### src/rtl/laser500_prg_loader.sv
// Laser 500 PRG/BIN download loader: streams HPS file bytes into CPU RAM
// through a 4-deep write FIFO and patches the BASIC end pointer after PRGs.
module laser500_prg_loader #(
    parameter logic [15:0] BIN_BASE = 16'h8995,
    parameter logic [15:0] END_PTR  = 16'h83E9
) (
    input  logic        clk_sys,
    input  logic        reset_n,
    input  logic        ioctl_download,
    input  logic [7:0]  ioctl_index,
    input  logic        ioctl_wr,
    input  logic [24:0] ioctl_addr,
    input  logic [7:0]  ioctl_data,
    output logic        ioctl_wait,
    output logic [15:0] ram_addr,
    output logic [7:0]  ram_din,
    output logic        ram_wr,
    input  logic        ram_ack,
    output logic        cpu_hold,
    output logic        load_done,
    output logic        load_err
);

    localparam logic [2:0] S_IDLE   = 3'd0;
    localparam logic [2:0] S_HDR_LO = 3'd1;
    localparam logic [2:0] S_HDR_HI = 3'd2;
    localparam logic [2:0] S_DATA   = 3'd3;
    localparam logic [2:0] S_DRAIN  = 3'd4;
    localparam logic [2:0] S_PTR_LO = 3'd5;
    localparam logic [2:0] S_PTR_HI = 3'd6;
    localparam logic [2:0] S_DONE   = 3'd7;

    logic [2:0]  state_q, state_d;
    logic        dl_q;
    logic        prg_q, prg_d;
    logic [15:0] ptr_q, ptr_d;
    logic [24:0] exp_q, exp_d;
    logic        err_q, err_d;
    logic [15:0] fa_q [4];
    logic [7:0]  fd_q [4];
    logic [1:0]  wp_q, rp_q;
    logic [2:0]  cnt_q, cnt_d;
    logic        push, pop, in_ptr, rise;

    assign rise       = ioctl_download && !dl_q;
    assign in_ptr     = (state_q == S_PTR_LO) || (state_q == S_PTR_HI);
    assign ioctl_wait = (cnt_q >= 3'd3) || (state_q == S_DRAIN) || in_ptr;
    assign ram_wr     = (cnt_q != 3'd0) || in_ptr;
    assign pop        = ram_ack && (cnt_q != 3'd0);
    assign cpu_hold   = (state_q != S_IDLE);
    assign load_done  = (state_q == S_DONE);
    assign load_err   = err_q;

    always_comb begin
        ram_addr = '0;
        ram_din  = '0;
        unique case (1'b1)
            state_q == S_PTR_LO: begin
                ram_addr = END_PTR;
                ram_din  = ptr_q[7:0];
            end
            state_q == S_PTR_HI: begin
                ram_addr = END_PTR + 16'd1;
                ram_din  = ptr_q[15:8];
            end
            cnt_q != 3'd0: begin
                ram_addr = fa_q[rp_q];
                ram_din  = fd_q[rp_q];
            end
            default: ;
        endcase
    end

    always_comb begin
        state_d = state_q;
        prg_d   = prg_q;
        ptr_d   = ptr_q;
        exp_d   = exp_q;
        err_d   = err_q;
        push    = 1'b0;
        // Every accepted byte, header included, is checked against its offset
        if (ioctl_wr && !ioctl_wait &&
            (state_q == S_HDR_LO || state_q == S_HDR_HI || state_q == S_DATA)) begin
            exp_d = exp_q + 25'd1;
            if (ioctl_addr != exp_q) err_d = 1'b1;
        end
        unique case (state_q)
            S_IDLE: begin
                if (rise && ioctl_index == 8'd1) begin
                    state_d = S_HDR_LO;
                    prg_d   = 1'b1;
                    exp_d   = '0;
                    err_d   = 1'b0;
                end else if (rise && ioctl_index == 8'd2) begin
                    state_d = S_DATA;
                    prg_d   = 1'b0;
                    ptr_d   = BIN_BASE;
                    exp_d   = '0;
                    err_d   = 1'b0;
                end
            end
            S_HDR_LO: begin
                if (!ioctl_download) begin
                    state_d = S_IDLE;
                    err_d   = 1'b1;
                end else if (ioctl_wr) begin
                    ptr_d[7:0] = ioctl_data;
                    state_d    = S_HDR_HI;
                end
            end
            S_HDR_HI: begin
                if (!ioctl_download) begin
                    state_d = S_IDLE;
                    err_d   = 1'b1;
                end else if (ioctl_wr) begin
                    ptr_d[15:8] = ioctl_data;
                    state_d     = S_DATA;
                end
            end
            S_DATA: begin
                if (ioctl_wr && !ioctl_wait) begin
                    push  = 1'b1;
                    ptr_d = ptr_q + 16'd1;
                end
                if (!ioctl_download) state_d = S_DRAIN;
            end
            S_DRAIN: begin
                if (cnt_q == 3'd0) state_d = prg_q ? S_PTR_LO : S_DONE;
            end
            S_PTR_LO: if (ram_ack) state_d = S_PTR_HI;
            S_PTR_HI: if (ram_ack) state_d = S_DONE;
            S_DONE:   state_d = S_IDLE;
            default:  state_d = S_IDLE;
        endcase
    end

    always_comb begin
        cnt_d = cnt_q;
        unique case ({push, pop})
            2'b10:   cnt_d = cnt_q + 3'd1;
            2'b01:   cnt_d = cnt_q - 3'd1;
            default: cnt_d = cnt_q;
        endcase
    end

    // dl_q resets high so a download already active at release is not a start
    always_ff @(posedge clk_sys or negedge reset_n) begin
        if (!reset_n) begin
            state_q <= S_IDLE;
            dl_q    <= 1'b1;
            prg_q   <= 1'b0;
            ptr_q   <= '0;
            exp_q   <= '0;
            err_q   <= 1'b0;
            wp_q    <= '0;
            rp_q    <= '0;
            cnt_q   <= '0;
        end else begin
            state_q <= state_d;
            dl_q    <= ioctl_download;
            prg_q   <= prg_d;
            ptr_q   <= ptr_d;
            exp_q   <= exp_d;
            err_q   <= err_d;
            cnt_q   <= cnt_d;
            if (push) wp_q <= wp_q + 2'd1;
            if (pop)  rp_q <= rp_q + 2'd1;
        end
    end

    always_ff @(posedge clk_sys) begin
        if (push) begin
            fa_q[wp_q] <= ptr_q;
            fd_q[wp_q] <= ioctl_data;
        end
    end

endmodule

### config.mk
export PLATFORM = sky130hd
export DESIGN_NAME = laser500_prg_loader
export DESIGN_NICKNAME = d
export VERILOG_FILES = /design/src/rtl/laser500_prg_loader.sv
export SDC_FILE = /design/constraint.sdc
export NUM_CORES = 1
export LEC_CHECK = 0
export CAP_MARGIN = 20
export CORE_ASPECT_RATIO = 1.75
export CORE_MARGIN = 4
export CORE_UTILIZATION = 57
export CTS_CLUSTER_SIZE = 16
export DETAILED_ROUTE_END_ITERATION = 7
export GPL_TIMING_DRIVEN = 0
export PLACE_DENSITY = 0.82
export SETUP_SLACK_MARGIN = 0.4
export SYNTH_ARGS = -nofsm -noshare
export SYNTH_HDL_FRONTEND = slang
export SYNTH_SLANG_ARGS = --single-unit
### constraint.sdc
create_clock -name clk_sys -period 2.8 [get_ports clk_sys]
set_input_delay 0.42 -clock clk_sys [delete_from_list [all_inputs] [get_ports clk_sys]]
set_output_delay 0.42 -clock clk_sys [all_outputs]
set_load 0.005 [all_outputs]
==> flow_summary_export.csv <==
group,metric,value,unit
outcome,status,"complete, but fails checks",
outcome,violations,"negative hold slack",
die,fp.dieArea,14650,um2
clocking,ctsHoldBuffers,0,
critical_path,r2r_slack,0.54,ns
timing,setup_ws,0.1687,ns
critical_path,cpPeakStageDelay,0.40,ns
detailed_routing,drc,0,
finish,drive_above_1_share,23.90,%
critical_path,reg2regPathDepth,12,
pwr,leakage,3.585,nW
logic_synthesis,ys_ff_latch,150,
timing,min_period,2.631,ns
detailed_routing,post_drt_wl_per_cell,21.62,um
detailed_routing,drtAntennaViolNets,0,
job,maxCapViolCount,0,
clocking,clkTransAtPathRegs,0.07,ns
logic_synthesis,avgSynthCellArea,12.74,um2
finish,multi_input_area,2821,um2
critical_path,slowest_stage,"mux4_2",
critical_path,start_kind,"flop",
place,numPortBuffers,74,
timing,slew_headroom,27.55,%
global_route,antenna_found_initial,0,
die,start_util,58.29,%
critical_path,crit_required,2.38,ns
detailed_routing,drt_iter0_drc,486,
finish,mostFrequentLayoutCells,"edfxtp_1 (96), dfrtp_1 (52), clkdlybuf4s50_1 (48), nor2_1 (39), nand2_1 (39)",
place,place_area,8323,um2
logic_synthesis,synth_edf_count,96,
timing,post-route-period-util,93.98,%
finish,nNetsFinal,744,
timing,hold_violations,3,
critical_path,critPathArrivalTime,2.21,ns
finish,final_cell_area,9254,um2
logic_synthesis,synth_ff_type,"edfxtp_1",
finish,areaGrowthSynthToFinish,27.69,%
critical_path,critical_path.max_fanout,4,
clocking,clk_latency,0.43,ns
place,gp_congestion,0.9349,
place,place_hpwl,12700,um
finish,diodes,0,
critical_path,crit_type,"reg -> out",
logic_synthesis,synthesis.nets,623,
detailed_routing,vias_per_cell,6.090,
clocking,cts-root-buf,"clkbuf_16",
logic_synthesis,ys_types,63,
die,die_w,93.24,um
logic_synthesis,synth_warnings,0,
detailed_routing,first_pass_iters,5,
logic_synthesis,ys_seq_area_share,58.44,%
timing,setup_viol,0,
worst_hold_path,hp-class,"in -> async",
die,core,12430,um2
critical_path,crit_buf_inv,6,
place,dp_slack,-0.1482,ns
clocking,htree_levels,4,
logic_synthesis,netlist_instances,569,
finish,ff_latch_area,4237,um2
clocking,cts_tree,"built",
clocking,cts_buffers,17,
timing,max_freq,380.0,MHz
clocking,cts_sinks,150,
pwr,p_per_area,982.6,nW/um2
global_route,grt_max_degree,32,
die,pin_count,75,
die,row_count,54,
logic_synthesis,async_flop_share,36.00,%
timing,drv_slew,0,
pwr,ir_drop,0.6014,mV
timing,finClkSkew,0.008717,ns
global_route,grt_pass1_wl,29510,um
critical_path,cp.depth,8,
finish,nFillCells,813,
detailed_routing,via_count,5304,
timing,rsz0062_at_grt,"true",
critical_path,cp_cell_sequence,"buf_8 -> buf_12 -> buf_4 -> buf_6 -> mux4_2 -> a222oi_1 -> inv_1 -> buf_2",
global_route,grt_pass1_vias,5491,
finish,final_common_cell,"edfxtp_1",
die,die_y,157.2,um
timing,holdWs,-0.0007946,ns
global_route,grt_use_total,26.88,%
pwr,p_total,9.093,mW
detailed_routing,drt-total-wl,18830,um
critical_path,cp-end-kind,"output pin",
critical_path,cpLargestDelayFamily,"buffers and inverters",
global_route,gr-total-overflow,0,
logic_synthesis,syn_area,7247,um2
timing,worst_pin_slew,1.077,ns
clocking,clock_path_buffers,2,
cell type report:
| cell class | count | share of cell area, % |
|---|---|---|
| Multi-Input combinational cell | 360 | 30.49 |
| Sequential cell | 150 | 45.78 |
| Clock inverter | 14 | 1.514 |
| Timing Repair Buffer | 102 | 11.01 |
| Buffer | 28 | 3.015 |
| Inverter | 31 | 1.284 |
| Clock buffer | 18 | 4.638 |
| Tap cell | 168 | 2.272 |
sequential cells by signal, indices dropped and copies added, names as in the netlist:
| signal | flops |
|---|---|
| cnt_q | 3 |
| dl_q | 1 |
| exp_q | 25 |
| fa_q | 64 |
| fd_q | 32 |
| load_err | 1 |
| prg_q | 1 |
| ptr_q | 16 |
| rp_q | 2 |
| state_q | 3 |
| wp_q | 2 |
cell usage after synthesis (12+ instances only):
| cell | number | share of area [%] |
|---|---|---|
| xor2_1 | 27 | 3.3 |
| edfxtp_1 | 96 | 40 |
| nor2_1 | 41 | 2.1 |
| mux4_2 | 24 | 7.5 |
| nand2_1 | 39 | 2.0 |
| and2_1 | 19 | 1.6 |
| nor4_1 | 13 | 1.1 |
| xnor2_1 | 28 | 3.4 |
| nand4_1 | 15 | 1.3 |
| a21oi_1 | 15 | 1.0 |
| nand3_1 | 12 | 0.83 |
| inv_1 | 30 | 1.6 |
| clkbuf_1 | 17 | 0.88 |
| o21ai_0 | 27 | 1.9 |
| dfrtp_1 | 53 | 18 |
per-layer routing:
metal	vias to the layer above	part of all wire, %	global-route usage [%]
met4	0	4.0	12.58
met2	246	57	51.26
met1	2636	33	27.68
li1	2369	-	-
met5	-	0	0
met3	53	5.4	5.022
path summary, 6_finish.rpt:
kind / start / end
setup / recovery: rp_q[0] / ram_din[4]
hold / removal: reset_n / exp_q[18]
setup reg to reg: state_q[0] / cnt_q[2]
hold reg to reg: ptr_q[8] / fa_q[2][8]
max in group asynchronous: reset_n / ptr_q[3]
min in group clk_sys: ioctl_download / dl_q
cell families after synthesis:
kind of cell / share of synthesized area [%]
muxes: 8.201
buffers and inverters: 3.488
xor gates and xnor gates: 6.647
DFF: 58.44
adders and majority gates: 1.623
and+or+nand+nor: 13.78
AOI/OAI and AO/OA: 7.821
worst register-to-register path, stage by stage (launching register included):
cell     delay [ns]
dfrtp_2        0.40
buf_4          0.16
nand2_4        0.09
nor2_4         0.07
and3_1         0.19
buf_4          0.16
inv_1          0.07
ha_2           0.18
inv_1          0.05
fa_2           0.34
xor2_1         0.15
nor2_1         0.13
xor2_1         0.18
power breakdown:
group	internal (mW)	leakage, nW	switching [mW]
Sequential	2.73	1.55	0.375
Combinational	1.93	1.76	1.85
Clock	1.25	0.269	0.967
repair_timing:
item	CTS	global route
endpoints found under the setup margin	125	63
hold endpoints to repair	0	0
cloned	1	0
pin swaps	21	10
gates resized for setup	161	17
buffers inserted	19	3
through the flow:
step / std cells / utilization [%] / setup TNS [ns]
2_1_floorplan: 569 / - / 0
3_3_place_gp: 811 / 65.94 / -37.03
3_5_place_dp: 816 / 66.95 / -0.7121
4_1_cts: 868 / 73.82 / 0
5_1_grt: 871 / 74.44 / 0
6_report: 871 / 74.44 / 0
Note: power is estimated with default switching activity, not from simulation.
